==> src/rtl/regfile_wb_arbiter.sv <==
// Register-file write-port arbiter: pipeline WB vs long-latency unit.
// Optional operand forwarding of the in-flight write: WB_ARB_FWD_EN.
module regfile_wb_arbiter #(
  parameter int XLEN         = 64,
  parameter int RADDR_W      = 6,
  parameter int NREG         = 32,
  parameter int STARVE_LIMIT = 4
) (
  input  logic               clk,
  input  logic               rst_n,
  input  logic               wb0_valid,
  input  logic [RADDR_W-1:0] wb0_rd,
  input  logic [XLEN-1:0]    wb0_data,
  input  logic               wb1_valid,
  output logic               wb1_ready,
  input  logic [RADDR_W-1:0] wb1_rd,
  input  logic [XLEN-1:0]    wb1_data,
  input  logic               sb_set,
  input  logic [RADDR_W-1:0] sb_rd,
  input  logic [RADDR_W-1:0] rs1,
  input  logic [RADDR_W-1:0] rs2,
  output logic               rs1_busy,
  output logic               rs2_busy,
  output logic               stall_pipe,
  output logic               rf_we,
  output logic [RADDR_W-1:0] rf_rd,
  output logic [XLEN-1:0]    rf_wdata,
  output logic               rs1_fwd_valid,
  output logic               rs2_fwd_valid,
  output logic [XLEN-1:0]    rs1_fwd_data,
  output logic [XLEN-1:0]    rs2_fwd_data,
  output logic               err_waw
);

  localparam logic [RADDR_W:0] NREG_W = NREG[RADDR_W:0];
  localparam logic [3:0]       LIM    = STARVE_LIMIT[3:0];

  typedef enum logic {NORMAL, HOLD} state_t;

  state_t          state, state_n;
  logic [3:0]      cnt, cnt_n;
  logic            stall_n;
  logic [NREG-1:0] sb;
  logic            wb0_eff, wb1_hs, wb1_eff, sb_eff;
  logic            fly1, fly2, sb1, sb2;

  function automatic logic legal(input logic [RADDR_W-1:0] a);
    legal = (a != '0) && ({1'b0, a} < NREG_W);
  endfunction

  function automatic logic sb_hit(
    input logic [NREG-1:0]    v,
    input logic [RADDR_W-1:0] a
  );
    sb_hit = 1'b0;
    for (int i = 1; i < NREG; i++)
      if (a == RADDR_W'(i)) sb_hit = v[i];
  endfunction

  assign wb0_eff   = wb0_valid && legal(wb0_rd);
  assign wb1_ready = !wb0_eff;
  assign wb1_hs    = wb1_valid && wb1_ready;
  assign wb1_eff   = wb1_hs && legal(wb1_rd);
  assign sb_eff    = sb_set && legal(sb_rd);

  always_ff @(posedge clk or negedge rst_n) begin
    if (!rst_n) begin
      rf_we    <= 1'b0;
      rf_rd    <= '0;
      rf_wdata <= '0;
    end else begin
      rf_we <= wb0_eff | wb1_eff;
      unique case (1'b1)
        wb0_eff: begin
          rf_rd    <= wb0_rd;
          rf_wdata <= wb0_data;
        end
        wb1_eff: begin
          rf_rd    <= wb1_rd;
          rf_wdata <= wb1_data;
        end
        default: ;
      endcase
    end
  end

  // A same-edge issue beats the retiring write: it is the newer producer.
  always_ff @(posedge clk or negedge rst_n) begin
    if (!rst_n) begin
      sb      <= '0;
      err_waw <= 1'b0;
    end else begin
      for (int i = 1; i < NREG; i++) begin
        if (sb_eff && sb_rd == RADDR_W'(i))
          sb[i] <= 1'b1;
        else if (wb1_eff && wb1_rd == RADDR_W'(i))
          sb[i] <= 1'b0;
      end
      if (wb0_eff && sb_hit(sb, wb0_rd))
        err_waw <= 1'b1;
    end
  end

  always_ff @(posedge clk or negedge rst_n) begin
    if (!rst_n) begin
      state      <= NORMAL;
      cnt        <= '0;
      stall_pipe <= 1'b0;
    end else begin
      state      <= state_n;
      cnt        <= cnt_n;
      stall_pipe <= stall_n;
    end
  end

  always_comb begin
    state_n = state;
    cnt_n   = cnt;
    stall_n = 1'b0;
    unique case (state)
      NORMAL: begin
        if (wb1_valid && !wb1_ready)
          cnt_n = (cnt == LIM) ? LIM : cnt + 4'd1;
        else
          cnt_n = '0;
        if (cnt_n == LIM)
          state_n = HOLD;
      end
      HOLD: begin
        if (wb1_hs || !wb1_valid) begin
          state_n = NORMAL;
          cnt_n   = '0;
        end
        stall_n = (state_n == HOLD);
      end
      default: state_n = NORMAL;
    endcase
  end

  assign sb1  = sb_hit(sb, rs1);
  assign sb2  = sb_hit(sb, rs2);
  assign fly1 = rf_we && (rf_rd == rs1) && (rs1 != '0);
  assign fly2 = rf_we && (rf_rd == rs2) && (rs2 != '0);

`ifdef WB_ARB_FWD_EN
  assign rs1_busy      = sb1;
  assign rs2_busy      = sb2;
  assign rs1_fwd_valid = fly1;
  assign rs2_fwd_valid = fly2;
  assign rs1_fwd_data  = rf_wdata;
  assign rs2_fwd_data  = rf_wdata;
`else
  assign rs1_busy      = sb1 | fly1;
  assign rs2_busy      = sb2 | fly2;
  assign rs1_fwd_valid = 1'b0;
  assign rs2_fwd_valid = 1'b0;
  assign rs1_fwd_data  = '0;
  assign rs2_fwd_data  = '0;
`endif

endmodule

==> config.mk <==
export PLATFORM = sky130hd
export DESIGN_NAME = regfile_wb_arbiter
export DESIGN_NICKNAME = d
export VERILOG_FILES = /design/src/rtl/regfile_wb_arbiter.sv
export SDC_FILE = /design/constraint.sdc
export NUM_CORES = 1
export LEC_CHECK = 0
export CAP_MARGIN = 30
export CORE_ASPECT_RATIO = 1.1
export CORE_MARGIN = 10
export CORE_UTILIZATION = 41
export CTS_CLUSTER_DIAMETER = 120
export CTS_CLUSTER_SIZE = 10
export DETAILED_ROUTE_END_ITERATION = 10
export PLACE_DENSITY = 0.82
export SKIP_LAST_GASP = 1
export SYNTH_ARGS = -nofsm -noshare
export SYNTH_HDL_FRONTEND = slang
export SYNTH_SLANG_ARGS = --single-unit
==> constraint.sdc <==
create_clock -name clk -period 1.95 [get_ports clk]
set_clock_uncertainty 0.1 [all_clocks]
set_input_delay 0.195 -clock clk [delete_from_list [all_inputs] [get_ports clk]]
set_output_delay 0.195 -clock clk [all_outputs]
set_load 0.05 [all_outputs]
==> flow_summary.yaml <==
outcome:
  status: "finished with violations"
  violations: "negative setup slack"
final_layout:
  fillers: 1466
  final_cell_mix: "208 x clkdlybuf4s50_1, 155 x nand2_1, 130 x conb_1"
  fin_nets: 1324
  postLayoutCoreUtil_pct: 61.4
  drive_gt1_share_pct: 15.2
  syn_to_final_growth_pct: 46.2
  final_cell_area_um2: 10500
  final_common_cell: "clkdlybuf4s50_1"
placed_design:
  hpwl_um: 22900
  place_congestion: 1.03
  placed_area_um2: 9980
  port_buffers: 238
drt:
  ant_nets: 0
  viasPerCell: 5.20
  wl_per_cell_um: 20.2
  finalWirelength_um: 28300
  drcViolationCount: 0
  first_iter_violations: 777
  dr_total_vias: 7273
  first_pass_iters: 5
power:
  cellPowerDensity_nw_per_um2: 795
  p_total_mw: 8.33
  vdd_drop_max_uv: 595
  power.leakage_nw: 4.76
clock_network:
  cts_max_path_buffers: 2
  cts_made_buffers: 9
  cts_tree: "yes"
  clock_latency_ps: 340
  root_buffer: "clkbuf_16"
  clk_pin_slew_worst_paths_ps: 70
  clock_sinks: 109
  cts.htree.levels: 3
sta:
  min_period_over_period_pct: 120
  relSlewSlack_pct: 57.5
  setup_viol: 2
  fin_ws_ps: -383
  tightest_slew_ps: 637
  rsz0062_at_grt: "true"
  drv_slew: 0
  tns_ps: -763
  period_needed_ps: 2330
  timing.fmax_mhz: 429
  hold_viol_final: 0
global_routing:
  grt_overflow: 0
  gr-usage-met3_pct: 10.1
  grt_use_met1_pct: 24.2
  grt_pass1_vias: 7411
  grt_pass1_wl_um: 43000
  gr-usage-met2_pct: 40.8
  grtUsageTotal_pct: 23.2
  grt_max_degree: 60
  grt_antenna_before_repair: 3
  top_usage_layer: "met2"
logic_synthesis:
  ys_warn_count: 0
  yosysTopAreaCell: "dfrtp_1"
  yosys-top-cells-area: "dfrtp_1 38%, buf_4 14%, nand2_1 8.1%"
  yosysUniqueCellTypes: 62
  synth-edff-count: 0
  postSynthAreaPerCell_um2: 8.42
  synth_area_um2: 7170
  ys_seq_area_share_pct: 38.0
  yosys.area.top_type_share_pct: 38.0
  ys_async_sr_fraction_pct: 100
  postSynthCellCount: 852
  synthFlopType: "dfrtp_1"
  ys_seq_elements: 109
critical_path:
  worstReg2RegStart: "sb[3]"
  crit_path_end_kind: "output port"
  max_stage_delay_ps: 480
  crit_fanout: 2
  timing.rr.end: "err_waw"
  cp_cell_sequence: "mux4_2, a211o_1, a41oi_2, o211ai_1, buf_4"
  rr_worst_depth: 7
  arrival_ps: 2040
  cp.buffers_inverters: 1
  crit_family: "compound AO/OA/AOI/OAI gates"
  worstSetupPathType: "reg2out"
  slowest_stage: "mux4_2"
  critical_path_required_ps: 1650
  cp-start-kind: "flop"
  r2r_slack_ps: 160
floorplanning:
  ios: 369
  core-area_um2: 17100
  die_height_um: 159
  dieArea_um2: 23200
  fp.dieW_um: 146
  start_util_pct: 42.0
  num_rows: 50
min_path:
  holdCritPathClass: "in2async"
job:
  drv_cap: 0
-- worst max-delay path by stage --
stage	start	end	slack, ps	depth (start not counted)
final	sb[6]	rs1_busy	-380	5
after global routing	sb[6]	rs2_busy	-470	8
after CTS	sb[7]	rs2_busy	-400	8
after detailed placement	rs2[0]	rs2_busy	-530	8
after global placement	rs2[0]	rs2_busy	-490	8
after floorplan	sb[24]	rs1_busy	-330	5
-- worst register-to-register path: stages, from the launching register on --
cell,delay [ps]
dfrtp_1,350
buf_4,140
and3b_1,170
nor4b_1,360
o32ai_2,140
a221oi_2,260
nor3_1,80
o21ai_1,120
-- cell families (layout without fill, tap and decap cells) --
family | after synthesis | in the layout | share of synthesized area, %
AND/OR/NAND/NOR | 296 | 296 | 19.3
AO/OA/AOI/OAI | 217 | 217 | 19.9
buffers and inverters | 191 | 373 | 17.1
flip-flops | 109 | 109 | 38.0
multiplexers | 23 | 23 | 3.72
XOR/XNOR | 13 | 13 | 1.59
adder cells (fa/ha/maj) | 2 | 2 | 0.349
other | 1 | 131 | 0.0523
-- layer usage --
layer / share of wire (%) / up-vias
li1: - / 3358
met1: 35 / 3438
met2: 50 / 410
met3: 11 / 63
met4: 3.1 / 4
met5: 0.10 / -
-- through the flow --
stage	instances	hold WS [ps]	worst slack [ps]
2_1_floorplan	981	-201	-330
3_3_place_gp	1378	116	-491
3_5_place_dp	1378	119	-532
4_1_cts	1396	279	-400
5_1_grt	1398	342	-469
6_report	1398	305	-383
-- power by group --
group | internal [mW] | total [mW] | switching [mW] | leakage [nW]
Clock | 1.14 | 2.00 | 0.865 | 0.158
Combinational | 1.19 | 3.48 | 2.28 | 3.23
Sequential | 2.57 | 2.86 | 0.288 | 1.37
-- registers in the layout (all words and copies together) (netlist names) --
register    flops
err_waw         1
cnt             4
sb             31
state           1
rf_rd           6
rf_wdata       64
stall_pipe      1
rf_we           1
-- what timing repair did --
| action | in CTS | in global routing |
|---|---|---|
| cloned | 1 | 0 |
| hold endpoints to repair | 38 | 0 |
| gates resized for setup | 28 | 19 |
| endpoints found under the setup margin | 6 | 19 |
| hold buffers | 1 | 0 |
| buffers inserted | 1 | 0 |
| pin swaps | 7 | 6 |
-- synthesized netlist by cell type, drive strengths merged (5+ instances only) --
| library cell | number |
|---|---|
| a21oi | 20 |
| a221oi | 8 |
| a22oi | 66 |
| a31oi | 5 |
| buf | 143 |
| clkbuf | 35 |
| dfrtp | 109 |
| inv | 13 |
| mux2 | 9 |
| mux2i | 12 |
| nand2 | 155 |
| nand2b | 20 |
| nand3 | 11 |
| nand4 | 6 |
| nor2 | 39 |
| nor2b | 14 |
| nor3 | 16 |
| nor4b | 5 |
| o211ai | 6 |
| o21ai | 76 |
| or3 | 6 |
| xnor2 | 12 |
-- cell type report --
cell class / instances / area (um2) / area share (%)
inverters: 13 / 48.8 / 0.466
clock inverters: 6 / 93.8 / 0.895
diodes: 1 / 2.50 / 0.0239
well taps: 234 / 293 / 2.79
flip-flops and latches: 109 / 2730 / 26.0
clock buffers: 9 / 225 / 2.15
multi-input cells: 681 / 3860 / 36.8
repair buffers: 345 / 3230 / 30.8
No activity file was read; power rests on OpenSTA's default activity.
